File: src/rtl/bus_xfer_ctrl.sv
// bus_xfer_ctrl: drives the active-low output-enable and load-enable strobes
// for the registers sharing the tri-state data bus. Each transfer drives the
// source register alone for SETTLE cycles, then holds one load cycle, then
// spends one cycle with the bus released before the next transfer.
// Optional feature: define BUS_XFER_BCAST_EN to add the BCAST port, which
// loads several destinations in the same load cycle.
//
// state | meaning
// ------+---------------------------------------------------------------
// IDLE  | bus released, waiting for REQ
// DRIVE | OE_n[src] low, settle down-counter running
// LOAD  | OE_n[src] low and LOAD_n[dst] low for exactly one cycle
// DONE  | bus released, ACK high; REQ sampled on the edge leaving here
module bus_xfer_ctrl #(
  parameter int NUM_REGS = 4,
  parameter int SETTLE   = 1,
  localparam int IDXW    = $clog2(NUM_REGS)
) (
  input  logic                CLK,
  input  logic                CLR,
  input  logic                REQ,
  input  logic [IDXW-1:0]     SRC,
  input  logic [IDXW-1:0]     DST,
`ifdef BUS_XFER_BCAST_EN
  input  logic [NUM_REGS-1:0] BCAST,
`endif
  output logic                BUSY,
  output logic                ACK,
  output logic                ERR,
  output logic [NUM_REGS-1:0] OE_n,
  output logic [NUM_REGS-1:0] LOAD_n
);

  typedef enum logic [1:0] {ST_IDLE, ST_DRIVE, ST_LOAD, ST_DONE} state_t;

  localparam logic [IDXW:0]     NREGS_W   = (IDXW+1)'(NUM_REGS);
  localparam logic [3:0]        SETTLE_M1 = 4'(SETTLE - 1);
  localparam logic [NUM_REGS-1:0] ONE_HOT0 = NUM_REGS'(1);

  state_t              state_q, state_nxt;
  logic [IDXW-1:0]     src_q, src_nxt;
  logic [NUM_REGS-1:0] dmask_q, dmask_nxt;
  logic [3:0]          cnt_q, cnt_nxt;

  logic                req_valid;
  logic [NUM_REGS-1:0] req_dmask;
  logic                src_ok, dst_ok;

  logic [NUM_REGS-1:0] oe_n_nxt, load_n_nxt;
  logic                busy_nxt, ack_nxt, err_nxt;

  // Validate the incoming request and build its destination mask.
  always_comb begin
    src_ok    = ({1'b0, SRC} < NREGS_W);
    dst_ok    = ({1'b0, DST} < NREGS_W);
    req_dmask = ONE_HOT0 << DST;
    req_valid = src_ok && dst_ok && (SRC != DST);
`ifdef BUS_XFER_BCAST_EN
    // A non-zero broadcast mask replaces DST; the source may not load itself.
    if (BCAST != '0) begin
      req_dmask = BCAST;
      req_valid = src_ok && !BCAST[SRC];
    end
`endif
  end

  // Next-state logic, then the registered output values derived from it.
  always_comb begin
    state_nxt = state_q;
    src_nxt   = src_q;
    dmask_nxt = dmask_q;
    cnt_nxt   = cnt_q;
    err_nxt   = 1'b0;

    case (state_q)
      ST_IDLE, ST_DONE: begin
        state_nxt = ST_IDLE;
        if (REQ) begin
          if (req_valid) begin
            src_nxt   = SRC;
            dmask_nxt = req_dmask;
            cnt_nxt   = SETTLE_M1;
            state_nxt = ST_DRIVE;
          end else begin
            err_nxt = 1'b1;
          end
        end
      end
      ST_DRIVE: begin
        if (cnt_q == 4'd0) begin
          state_nxt = ST_LOAD;
        end else begin
          cnt_nxt = cnt_q - 4'd1;
        end
      end
      ST_LOAD: begin
        state_nxt = ST_DONE;
      end
      default: begin
        state_nxt = ST_IDLE;
      end
    endcase

    busy_nxt   = (state_nxt != ST_IDLE);
    ack_nxt    = (state_nxt == ST_DONE);
    oe_n_nxt   = '1;
    load_n_nxt = '1;
    if ((state_nxt == ST_DRIVE) || (state_nxt == ST_LOAD)) begin
      oe_n_nxt = ~(ONE_HOT0 << src_nxt);
    end
    if (state_nxt == ST_LOAD) begin
      load_n_nxt = ~dmask_nxt;
    end
  end

  // State, latched request and all outputs register here; CLR drops everything.
  always_ff @(posedge CLK) begin
    if (CLR) begin
      state_q <= ST_IDLE;
      src_q   <= '0;
      dmask_q <= '0;
      cnt_q   <= 4'd0;
      BUSY    <= 1'b0;
      ACK     <= 1'b0;
      ERR     <= 1'b0;
      OE_n    <= '1;
      LOAD_n  <= '1;
    end else begin
      state_q <= state_nxt;
      src_q   <= src_nxt;
      dmask_q <= dmask_nxt;
      cnt_q   <= cnt_nxt;
      BUSY    <= busy_nxt;
      ACK     <= ack_nxt;
      ERR     <= err_nxt;
      OE_n    <= oe_n_nxt;
      LOAD_n  <= load_n_nxt;
    end
  end

endmodule

File: config.mk
export PLATFORM = sky130hd
export DESIGN_NAME = bus_xfer_ctrl
export DESIGN_NICKNAME = d
export VERILOG_FILES = /design/src/rtl/bus_xfer_ctrl.sv
export SDC_FILE = /design/constraint.sdc
export NUM_CORES = 1
export LEC_CHECK = 0
export BUFFER_PORTS_ARGS = -buffer_cell sky130_fd_sc_hd__buf_2
export CAP_MARGIN = 20
export CORE_UTILIZATION = 39
export DETAILED_ROUTE_END_ITERATION = 16
export GPL_TIMING_DRIVEN = 0
export MAX_ROUTING_LAYER = met4
export PLACE_DENSITY_LB_ADDON = 0.08
export REMOVE_ABC_BUFFERS = 1
export SLEW_MARGIN = 20
export SYNTH_ARGS = -nofsm -noshare
export SYNTH_HDL_FRONTEND = slang
export SYNTH_SLANG_ARGS = --single-unit
File: constraint.sdc
create_clock -name CLK -period 5.42 [get_ports CLK]
set_input_delay 0.813 -clock CLK [delete_from_list [all_inputs] [get_ports CLK]]
set_output_delay 0.813 -clock CLK [all_outputs]
set_load 0.01 [all_outputs]
# Word level (Yosys, flattened, before mapping)
# Index checks and enable logic that the tools add are counted.
# totals
inputBits,7
output_inout_bits,11
reg_bits,23
word_cells,53
# classes
mux,15
addsub,1
bitwise,6
reduce_logical,10
eq_ne,10
n_shift,2
# ops
operator,count
$mux W4,6
$eq A2 B2 Y1 const B,4
$mux W2,4
$not A4 Y4,2
$pmux W4 S2,1
$shl A1 B2 Y4 const A,2
$ne A2 B2 Y1 const B,3
$pmux W2 S3,1
$reduce_or A2 Y1,3
$eq A2 B1 Y1 const B,2
$logic_not A4 Y1,1
$not A1 Y1,4
$reduce_and A4 Y1,1
$reduce_bool A2 Y1,2
$sub A4 B1 Y4 const B,1
$mux W1,3
$reduce_or A3 Y1,1
$logic_not A2 Y1,1
$ne A2 B2 Y1,1
$logic_or A1 B1 Y1,1

# Longest topological paths before layout
# logic_depth
depth_word,8
mapped_depth,10
depth_no_buf,10

# Worst setup path before layout
# No wires, ideal clock.
# synth_path
kind,reg2reg
start,register cnt_q[0]
end,register OE_n[2]
required_time_ns,5.296
setup_slack_ns,3.240
path_buffers,0
arrival_ns,2.056
path_stages_with_launch,11
setup_ns,0.124
period_less_slack_ns,2.180
path_cell_list,dfxtp_1 > inv_1 > ha_1 > nor3b_1 > o21ai_0 > a21oi_1 > inv_1 > ha_1 > nor2b_1 > nor2b_1 > nand2_1
# synth_between
elab_chain_cells,7
word_cells_on_any_way,8
cone_classes,eq/ne (2); mux (2); bitwise (1); reduce/logical (3)
# synth_lines
item,line_no,text
from (decl),43,"logic [3:0] cnt_q, cnt_nxt;"
from (signal assigned),132,cnt_q <= cnt_nxt;
$logic_not A4 Y1 *,90,if (cnt_q == 4'd0) begin
$mux W2 *,90,
$pmux W2 S3 *,75,case (state_q)
net state_nxt[1],40,"state_t state_q, state_nxt;"
$eq A2 B1 Y1 / $eq A2 B2 Y1 (equally long branches),108,if ((state_nxt == ST_DRIVE) || (state_nxt == ST_LOAD)) begin
$logic_or A1 B1 Y1 *,108,
$not A1 Y1 (no line) *,n/a,
$reduce_or A2 Y1 (no line) *,n/a,
to (signal assigned),136,OE_n <= oe_n_nxt;
to (decl),30,"output logic [NUM_REGS-1:0] OE_n,"
# Mark *: on every way through the listed nets, which the timed path passes. The rest lies on a longest branch.
# A chain may end at the register's enable or synchronous reset.

# Final worst setup path
# Ends and elaborated chain as after synthesis.

==> results.cfg <==
[worst_hold_path]
hp-class = reg2reg

[place]
portBuffers = 17
dp_cells = 146
place_ws_ns = 2.85
place_hpwl_um = 1220
gp_routability_congestion = 0.780

[clock_tree]
cts_sinks = 23
cts_resized = 0
htreeDepth = 1
cts-buffers-inserted = 3
cts_buffer_depth = 2
clockRootBuffer = clkbuf_4
post_cts_buffers = 0
clk_latency_ns = 0.31
cts_tree = done
holdBufCountCts = 0
clkTransAtPathRegs_ns = 0.13

[logic_synthesis]
synthAdderAreaFrac = 0.0772
syn_inst = 104
synthSimpleGateAreaFrac = 0.188
yosys_warnings = 0
muxShareOfSynthArea = 0.0734
avgSynthCellArea_um2 = 9.35
ys_types = 30
ys_seq_area_frac = 0.474
synthXorXnorAreaFrac = 0.0270
synth_top_family_by_area = simple AND/OR/NAND/NOR gates
syn-cell-area_um2 = 972
synth-compound-area-share = 0.115
ys_ff_latch = 23

[power]
power_mw = 0.363
powerDensity_nw_per_um2 = 329
peakVddDrop_mv = 0.152
leakage_nw = 0.465

[critical_path]
r2r_start = cnt_q[0]$_SDFFE_PP0P_
crit_end = OE_n[2]$_SDFF_PP1_
critPathKind = reg2reg
critPathSlowestCell = nor3b_1
cp.arrival_ns = 2.79
required_ns = 5.62
worstSetupStartpoint = cnt_q[0]$_SDFFE_PP0P_
cp_cell_sequence = inv_1 -> ha_1 -> nor3b_1 -> o21ai_0 -> a21oi_1 -> inv_1 -> ha_1 -> nor2b_1 -> nor2b_1 -> nand2_1
endpoint_kind = flop
cp-start-kind = flop
rrSetupSlack_ns = 2.83
rr_worst_depth = 10
rr_endpoint = OE_n[2]$_SDFF_PP1_
critical_path.max_fanout = 6
critPathMaxStageDelay_ns = 0.54

[floorplan]
ios = 18
core_um2 = 2280
fp-row-count = 17
initial_utilization = 0.427
die_area_um2 = 2700
die_y_um = 51.9
die_width_um = 51.9

[grt]
grt-ovfl-total = 0
grt_usage = 0.140
grt_pass1_vias = 637
grt_pass1_wl_um = 2640
antenna_found_initial = 0
grt_max_degree = 17

[layout]
layout-drive-gt1-share = 0.197
fillers = 229
fin_util = 0.485
mostFrequentLayoutCells = 23 x dfxtp_1, 17 x buf_2, 13 x nor2_1, 10 x nand2_1, 8 x inv_1
diodes = 0
num-nets-final = 136
final_common_cell = dfxtp_1
fin_cells = 150
syn_to_final_growth_pct = 13.6

[routing]
drt_iter0_markers = 9
antenna_left = 0
route.detailed.drc = 0
drt_wl_total_um = 1610
first_pass_iters = 5
vias = 734
routedWlPerCell_um = 10.7
viasPerCell = 4.89

[timing]
timing.final.ws_setup_ns = 2.83
worstMarginPinSlew_ns = 0.629
period_share = 0.478
setup_viol = 0
slew_headroom = 0.580
max_freq_mhz = 386
slew_violations = 0
fin_setup_tns_ns = 0
skew_ns = 0.00822
hold_violations = 0
post-route-min-period_ns = 2.59
rsz0062_at_grt = false

[run_status]
outcome = completed

[flow_run]
drv_cap = 0
-- cells in the mapped netlist, drive strengths merged --
library cell,number,share of area
nand3,2,0.010
nand4bb,1,0.012
o21ai,3,0.019
nor2b,4,0.026
xor2,2,0.018
clkbuf,2,0.0077
dfxtp,23,0.47
nor2,13,0.050
inv,8,0.031
o21ba,1,0.010
buf,1,0.0077
a21oi,4,0.021
or3,1,0.0064
nand2b,1,0.0064
o31ai,1,0.0077
mux2,1,0.012
nor3b,1,0.0077
nor4,1,0.0064
o32ai,2,0.018
a21o,2,0.015
and2,1,0.0064
xnor2,1,0.0090
ha,6,0.077
a211oi,2,0.015
nand2,10,0.039
a22oi,1,0.0077
nor3,2,0.010
and2b,1,0.0077
mux2i,6,0.062
-- registers in the layout (all words and copies together), names as in the netlist --
register	count
dmask_q	4
ERR	1
cnt_q	4
ACK	1
src_q	2
OE_n	4
BUSY	1
state_q	2
LOAD_n	4
-- critical path: cells and delay by family, from the launching register on --
| kind | cells | cell delay, ns |
|---|---|---|
| flip-flops | 1 | 0.36 |
| adder cells (fa/ha/maj) | 2 | 0.47 |
| AND/OR/NAND/NOR | 4 | 1.03 |
| buffers and inverters | 2 | 0.17 |
| AO/OA/AOI/OAI | 2 | 0.45 |
-- routing by layer --
metal	part of all wire	wire (um)	global-route usage
met1	0.49	790	0.160
met3	0.042	68	0.0351
met2	0.45	733	0.220
met4	0.012	20	0.0811
met5	0	0	-
-- through the flow --
| step | cell area [um2] | hold WS (ns) |
|---|---|---|
| 2_1_floorplan | 957 | 0.463 |
| 3_3_place_gp | 1080 | 0.487 |
| 3_5_place_dp | 1080 | 0.495 |
| 4_1_cts | 1100 | 0.514 |
| 5_1_grt | 1100 | 0.542 |
| 6_report | 1100 | 0.524 |
-- how the worst min path moves through the flow --
stage               slack (ns)               endpoint  cells past startpoint                   from
floorplan                 0.46  cnt_q[3]$_SDFFE_PP0P_                      2  cnt_q[3]$_SDFFE_PP0P_
global placement          0.49  cnt_q[3]$_SDFFE_PP0P_                      2  cnt_q[3]$_SDFFE_PP0P_
detailed placement        0.50  cnt_q[3]$_SDFFE_PP0P_                      2  cnt_q[3]$_SDFFE_PP0P_
CTS                       0.51  cnt_q[3]$_SDFFE_PP0P_                      2  cnt_q[3]$_SDFFE_PP0P_
global route              0.54  cnt_q[3]$_SDFFE_PP0P_                      2  cnt_q[3]$_SDFFE_PP0P_
finish                    0.52  cnt_q[3]$_SDFFE_PP0P_                      2  cnt_q[3]$_SDFFE_PP0P_
-- power breakdown --
group | switching [mW] | total (mW) | internal [mW]
combinational | 0.0543 | 0.0953 | 0.0409
clock | 0.0508 | 0.0783 | 0.0275
sequential | 0.00707 | 0.189 | 0.182
-- cells by family (layout without fill, tap and decap cells) --
group,Yosys count,in the layout
compound gates,16,16
xor+xnor,3,3
fa+ha+maj,6,6
buf+inv,11,29
flops,23,23
mux,7,7
simple gates,38,38
-- layout make-up --
cell class                      instances  area [um2]  share of cell area
Clock inverter                          1        5.00             0.00453
Timing Repair Buffer                   17        85.1              0.0770
Tap cell                               28        35.0              0.0317
Clock buffer                            3        22.5              0.0204
Multi-Input combinational cell         70         467               0.422
Inverter                                8        30.0              0.0272
Sequential cell                        23         460               0.417
(Power assumes the default switching activity.)
